===== config.mk =====
export PLATFORM = sky130hd
export DESIGN_NAME = flag_cond_unit
export DESIGN_NICKNAME = d
export VERILOG_FILES = /design/src/rtl/flag_cond_unit.sv
export SDC_FILE = /design/constraint.sdc
export NUM_CORES = 1
export LEC_CHECK = 0
export BUFFER_PORTS_ARGS = -buffer_cell sky130_fd_sc_hd__buf_2
export CORE_MARGIN = 2
export CORE_UTILIZATION = 25
export DETAILED_ROUTE_END_ITERATION = 7
export HOLD_SLACK_MARGIN = 0.15
export PLACE_DENSITY = 0.45
export SLEW_MARGIN = 10
export SYNTH_ARGS = -nofsm -noshare
export SYNTH_HDL_FRONTEND = slang
export SYNTH_SLANG_ARGS = --single-unit

===== constraint.sdc =====
create_clock -name clk -period 5.4 [get_ports clk]
set_input_delay 0.27 -clock clk [delete_from_list [all_inputs] [get_ports clk]]
set_output_delay 0.27 -clock clk [all_outputs]
set_load 0.02 [all_outputs]

===== src/rtl/flag_cond_unit.sv =====
// flag_cond_unit: architectural status register {N,V,C,Z}, branch condition
// evaluation with a registered taken/not-taken result, and a small LIFO flag
// stack used to save/restore the status register around calls and interrupts.
module flag_cond_unit #(
    parameter int DEPTH = 4,
    parameter int PTR_W = 2
) (
    input  logic       clk,
    input  logic       rst_n,
    input  logic       N_in,
    input  logic       V_in,
    input  logic       C_in,
    input  logic       Z_in,
    input  logic       FLAG_WE,
    input  logic [3:0] COND,
    input  logic       COND_VALID,
    input  logic       PUSH,
    input  logic       POP,
    output logic [3:0] FLAGS,
    output logic       TAKEN,
    output logic       TAKEN_VALID,
    output logic       STK_FULL,
    output logic       STK_EMPTY,
    output logic       STK_ERR
);

    localparam logic [PTR_W:0]   CNT_FULL = (PTR_W+1)'(DEPTH);
    localparam logic [PTR_W:0]   CNT_ONE  = (PTR_W+1)'(1);
    localparam logic [PTR_W-1:0] IDX_ONE  = PTR_W'(1);

    // Condition code decode; f is {N,V,C,Z}.
    function automatic logic cond_eval(input logic [3:0] cc, input logic [3:0] f);
        logic n, v, c, z;
        logic r;
        n = f[3];
        v = f[2];
        c = f[1];
        z = f[0];
        r = 1'b0;
        case (cc)
            4'h0: r = z;
            4'h1: r = ~z;
            4'h2: r = c;
            4'h3: r = ~c;
            4'h4: r = n;
            4'h5: r = ~n;
            4'h6: r = v;
            4'h7: r = ~v;
            4'h8: r = c & ~z;
            4'h9: r = ~c | z;
            4'hA: r = (n == v);
            4'hB: r = (n != v);
            4'hC: r = ~z & (n == v);
            4'hD: r = z | (n != v);
            4'hE: r = 1'b1;
            default: r = 1'b0;
        endcase
        return r;
    endfunction

    logic [3:0]       flags_q, flags_d;
    logic [PTR_W:0]   cnt_q, cnt_d;
    logic             taken_q, taken_d;
    logic             tvalid_q, tvalid_d;
    logic             err_q, err_d;
    logic [3:0]       stk_q [DEPTH];

    logic             full, empty;
    logic             push_req, pop_req;
    logic             push_ok, pop_ok;
    logic             err_set;
    logic [PTR_W-1:0] wr_idx, top_idx;
    logic [3:0]       stk_top;

    assign full      = (cnt_q == CNT_FULL);
    assign empty     = (cnt_q == '0);

    // Simultaneous PUSH and POP cancel each other and are not an error.
    assign push_req  = PUSH & ~POP;
    assign pop_req   = POP & ~PUSH;
    assign push_ok   = push_req & ~full;
    assign pop_ok    = pop_req & ~empty;
    assign err_set   = (push_req & full) | (pop_req & empty);

    // DEPTH is a power of two, so the low count bits index the next free slot
    // and wrap correctly to DEPTH-1 for the top entry when the stack is full.
    assign wr_idx    = cnt_q[PTR_W-1:0];
    assign top_idx   = cnt_q[PTR_W-1:0] - IDX_ONE;
    assign stk_top   = stk_q[top_idx];

    // Next-state: pop beats flag write; evaluation sees the bypassed flags.
    always_comb begin
        flags_d  = flags_q;
        cnt_d    = cnt_q;
        err_d    = err_q | err_set;
        tvalid_d = COND_VALID;
        taken_d  = taken_q;

        if (pop_ok) begin
            flags_d = stk_top;
        end else if (FLAG_WE) begin
            flags_d = {N_in, V_in, C_in, Z_in};
        end

        if (push_ok) begin
            cnt_d = cnt_q + CNT_ONE;
        end else if (pop_ok) begin
            cnt_d = cnt_q - CNT_ONE;
        end

        if (COND_VALID) begin
            taken_d = cond_eval(COND, flags_d);
        end
    end

    // Status, count, error and result registers with synchronous reset.
    always_ff @(posedge clk) begin
        if (!rst_n) begin
            flags_q  <= 4'b0000;
            cnt_q    <= '0;
            taken_q  <= 1'b0;
            tvalid_q <= 1'b0;
            err_q    <= 1'b0;
        end else begin
            flags_q  <= flags_d;
            cnt_q    <= cnt_d;
            taken_q  <= taken_d;
            tvalid_q <= tvalid_d;
            err_q    <= err_d;
        end
    end

    // Stack storage; saves the pre-update flags so a push with a flag write
    // keeps the old value and loads the new one.
    always_ff @(posedge clk) begin
        if (rst_n && push_ok) begin
            stk_q[wr_idx] <= flags_q;
        end
    end

    assign FLAGS       = flags_q;
    assign TAKEN       = taken_q;
    assign TAKEN_VALID = tvalid_q;
    assign STK_FULL    = full;
    assign STK_EMPTY   = empty;
    assign STK_ERR     = err_q;

endmodule


==> impl_metrics.toml <==
[run_status]
outcome = "completed"

[place]
hpwl_um = 2630
gp_congestion = 0.784
portBuffers = 22
place_area_mm2 = 0.00171

[floorplan]
die_width_um = 82.9
dieArea_mm2 = 0.00688
start_util_pct = 26.2
core_mm2 = 0.00596
num_rows = 28
die_y_um = 82.9
io_pins = 23

[synth]
yosysMostFrequentCell = "edfxtp_1"
synth-edff-count = 16
synth_nets = 151
yosys-top-cells-count = "16 x edfxtp_1, 10 x dfxtp_1, 9 x nor2_1"
synth_compound_area_share_pct = 10.0
syn_inst = 132
ys.flop_type = "edfxtp_1"
synth_cell_type_count = 43
synth.mux.area_fraction_pct = 13.8
synth_area_mm2 = 0.00156
yosysWarnings = 0
synth_top_family_by_area = "simple AND/OR/NAND/NOR gates"
ys_seq_elements = 26
yosys.area_share.simple_pct = 17.3
synth-xor-area-share_pct = 5.62
synth_top_area_share_pct = 30.8
synth_top_area_cell = "edfxtp_1"
async_reset_ff_share_pct = 0
netlist_top_cells_area = "edfxtp_1 31%, dfxtp_1 13%, mux2i_1 5.1%"
synth_fa_ha_area_share_pct = 4.50
seq_area_frac_synth_pct = 43.7
synth_area_per_cell_um2 = 11.8

[global_route]
grt_pass1_wl_um = 5690
overflow = 0
grt_pass1_vias = 1134
antenna_found_initial = 0
track_usage_pct = 10.1
grt_max_degree = 16

[timing]
rsz0062_at_grt = "false"
relSlewSlack_pct = 67.1
timing.final.crit_share_pct = 57.5
finalHoldViolations = 0
fin_worst_skew_ns = 0.00837
final_max_slew_viol_count = 0
max_freq_mhz = 322
max_slew.worst_pin.slew_ns = 0.488
setup_tns_ns = 0
min_period_ns = 3.10
setup_viol = 0

[power]
vdd.ir_drop.worst_mv = 0.118
power_density_mw_per_mm2 = 335
p_leak_uw = 0.000682

[cts]
holdBufCountCts = 0
cts_inserted_buffers = 3
clock_sinks = 26
cts_tree = "done"
worstSkewPairLatency_ns = 0.28
h-tree-depth = 1
cts_setup_buffers = 0
cts_buffer_depth = 2
cts-root-buf = "clkbuf_8"
cts_resized = 0
clk_pin_slew_worst_paths_ns = 0.10

[critical_path]
ff2ff_path_depth = 9
cp_num_buf_inv = 2
worstPathArrival_ns = 3.33
worst_ep_required_time_ns = 5.63
r2r_slack_ns = 2.30
rr_startpoint = "cnt_q[0]"
worst_path_most_repeated_cell = "inv_1"
setup.worst_path.class = "register to register"
worstSetupStartpointType = "register"
crit_chain = "inv_1 -> ha_1 -> or2b_2 -> inv_1 -> nor2_1 -> mux2i_1 -> mux2_2 -> a2111oi_0 -> a221o_1"
critical_path.top_delay_family = "multiplexers"
r2r-end = "TAKEN"
crit_fanout = 8
slowest_delay_ns = 0.57
slowest_stage = "dfxtp_1"
endpoint_kind = "register"

[drt]
initialDrtViolationCount = 29
drt_wl_total_um = 3400
vias = 1112
drtPass1Iterations = 4
ant_nets = 0
via_per_inst = 4.90
post_drt_wl_per_cell_um = 15.0
drc_errors = 0

[final_layout]
fin_nets = 172
final_area_mm2 = 0.00178
num_antenna_cells = 0
drive_gt1_share_pct = 23.0
synthToLayoutAreaGrowth_pct = 14.1

[min_path]
hold_path.class = "primary input to register"
hold_start = "COND_VALID"
hold_path_depth = 2
hold_end = "TAKEN_VALID"

[job]
drv_cap = 0
[cells by family (layout without fill, tap and decap cells)]
group	after synthesis	after routing
compound gates	21	21
xor+xnor	10	10
fa+ha+maj	5	5
buf+inv	12	32
flops	26	26
mux	14	14
simple gates	44	44
[final cells by class]
cell class / count / area (µm²)
clock buffer: 3 / 41.3
inverter: 6 / 22.5
tap: 75 / 93.8
multi-input combinational: 94 / 800
fill: 634 / 4180
timing repair buffer: 22 / 110
sequential: 26 / 681
clock inverter: 1 / 30.0
[layer usage]
| layer | track usage, % | vias up | routed length, µm | part of all wire [%] |
|---|---|---|---|---|
| met5 | 0 | - | 0 | 0 |
| met4 | 1.34 | 0 | 14 | 0.41 |
| met3 | 3.08 | 3 | 162 | 4.8 |
| met2 | 16.8 | 25 | 1610 | 47 |
| met1 | 13.3 | 545 | 1610 | 47 |
| li1 | - | 539 | - | - |
[placed cells by master, fill, tap and decap left out, types with 2 or more instances in the layout]
master and instances:
a21oi_1 4, and2_1 3, and2b_2 2, and3_1 4
buf_2 22, clkbuf_8 3, dfxtp_1 10, edfxtp_1 16
ha_1 4, inv_1 6, mux2i_1 8, mux4_1 3
mux4_2 2, nand2_1 3, nand2b_1 3, nand3_1 2
nand3b_1 2, nand4b_1 3, nor2_1 9, nor3_1 4
nor4_1 2, o21ai_0 8, or2b_2 2, or3_1 2
xnor2_1 7, xor2_1 3
[how the worst max path moves through the flow]
| stage | from | depth (start not counted) | slack (ns) | endpoint |
|---|---|---|---|---|
| after CTS | cnt_q[0] | 9 | 2.30 | TAKEN |
| after floorplan | cnt_q[0] | 10 | 2.72 | TAKEN |
| after detailed placement | cnt_q[0] | 9 | 2.36 | TAKEN |
| after global routing | cnt_q[0] | 9 | 1.96 | TAKEN |
| final | cnt_q[0] | 9 | 2.30 | TAKEN |
| after global placement | cnt_q[0] | 9 | 2.43 | TAKEN |
[report_power, final]
part	switching (µW)	internal, µW	total [µW]
Sequential	22.0	230	252
Combinational	102	78.1	180
Clock	64.6	99.2	164
Total	189	408	596
[worst reg2reg max path: stages (launching register included)]
cell       delay (ns)
dfxtp_1          0.57
inv_1            0.19
ha_1             0.28
or2b_2           0.23
inv_1            0.11
nor2_1           0.32
mux2i_1          0.38
mux2_2           0.38
a2111oi_0        0.43
a221o_1          0.17
[through the flow]
stage          utilization, %  std cells  total power [µW]  worst slack, ns  hold WS (ns)
2_1_floorplan               -        132               392             2.72         0.392
3_3_place_gp             28.7        223               437             2.43         0.464
3_5_place_dp             28.7        223               437             2.36         0.471
4_1_cts                  29.9        227               604             2.30         0.231
5_1_grt                  29.9        227               632             1.96         0.225
6_report                 29.9        227               596             2.30         0.231
[sequential cells by signal, summed over array words and instances (netlist names)]
| name | flops |
|---|---|
| STK_ERR | 1 |
| stk_q | 16 |
| FLAGS | 4 |
| TAKEN_VALID | 1 |
| cnt_q | 3 |
| TAKEN | 1 |
Power figures use the tool's default switching activity.
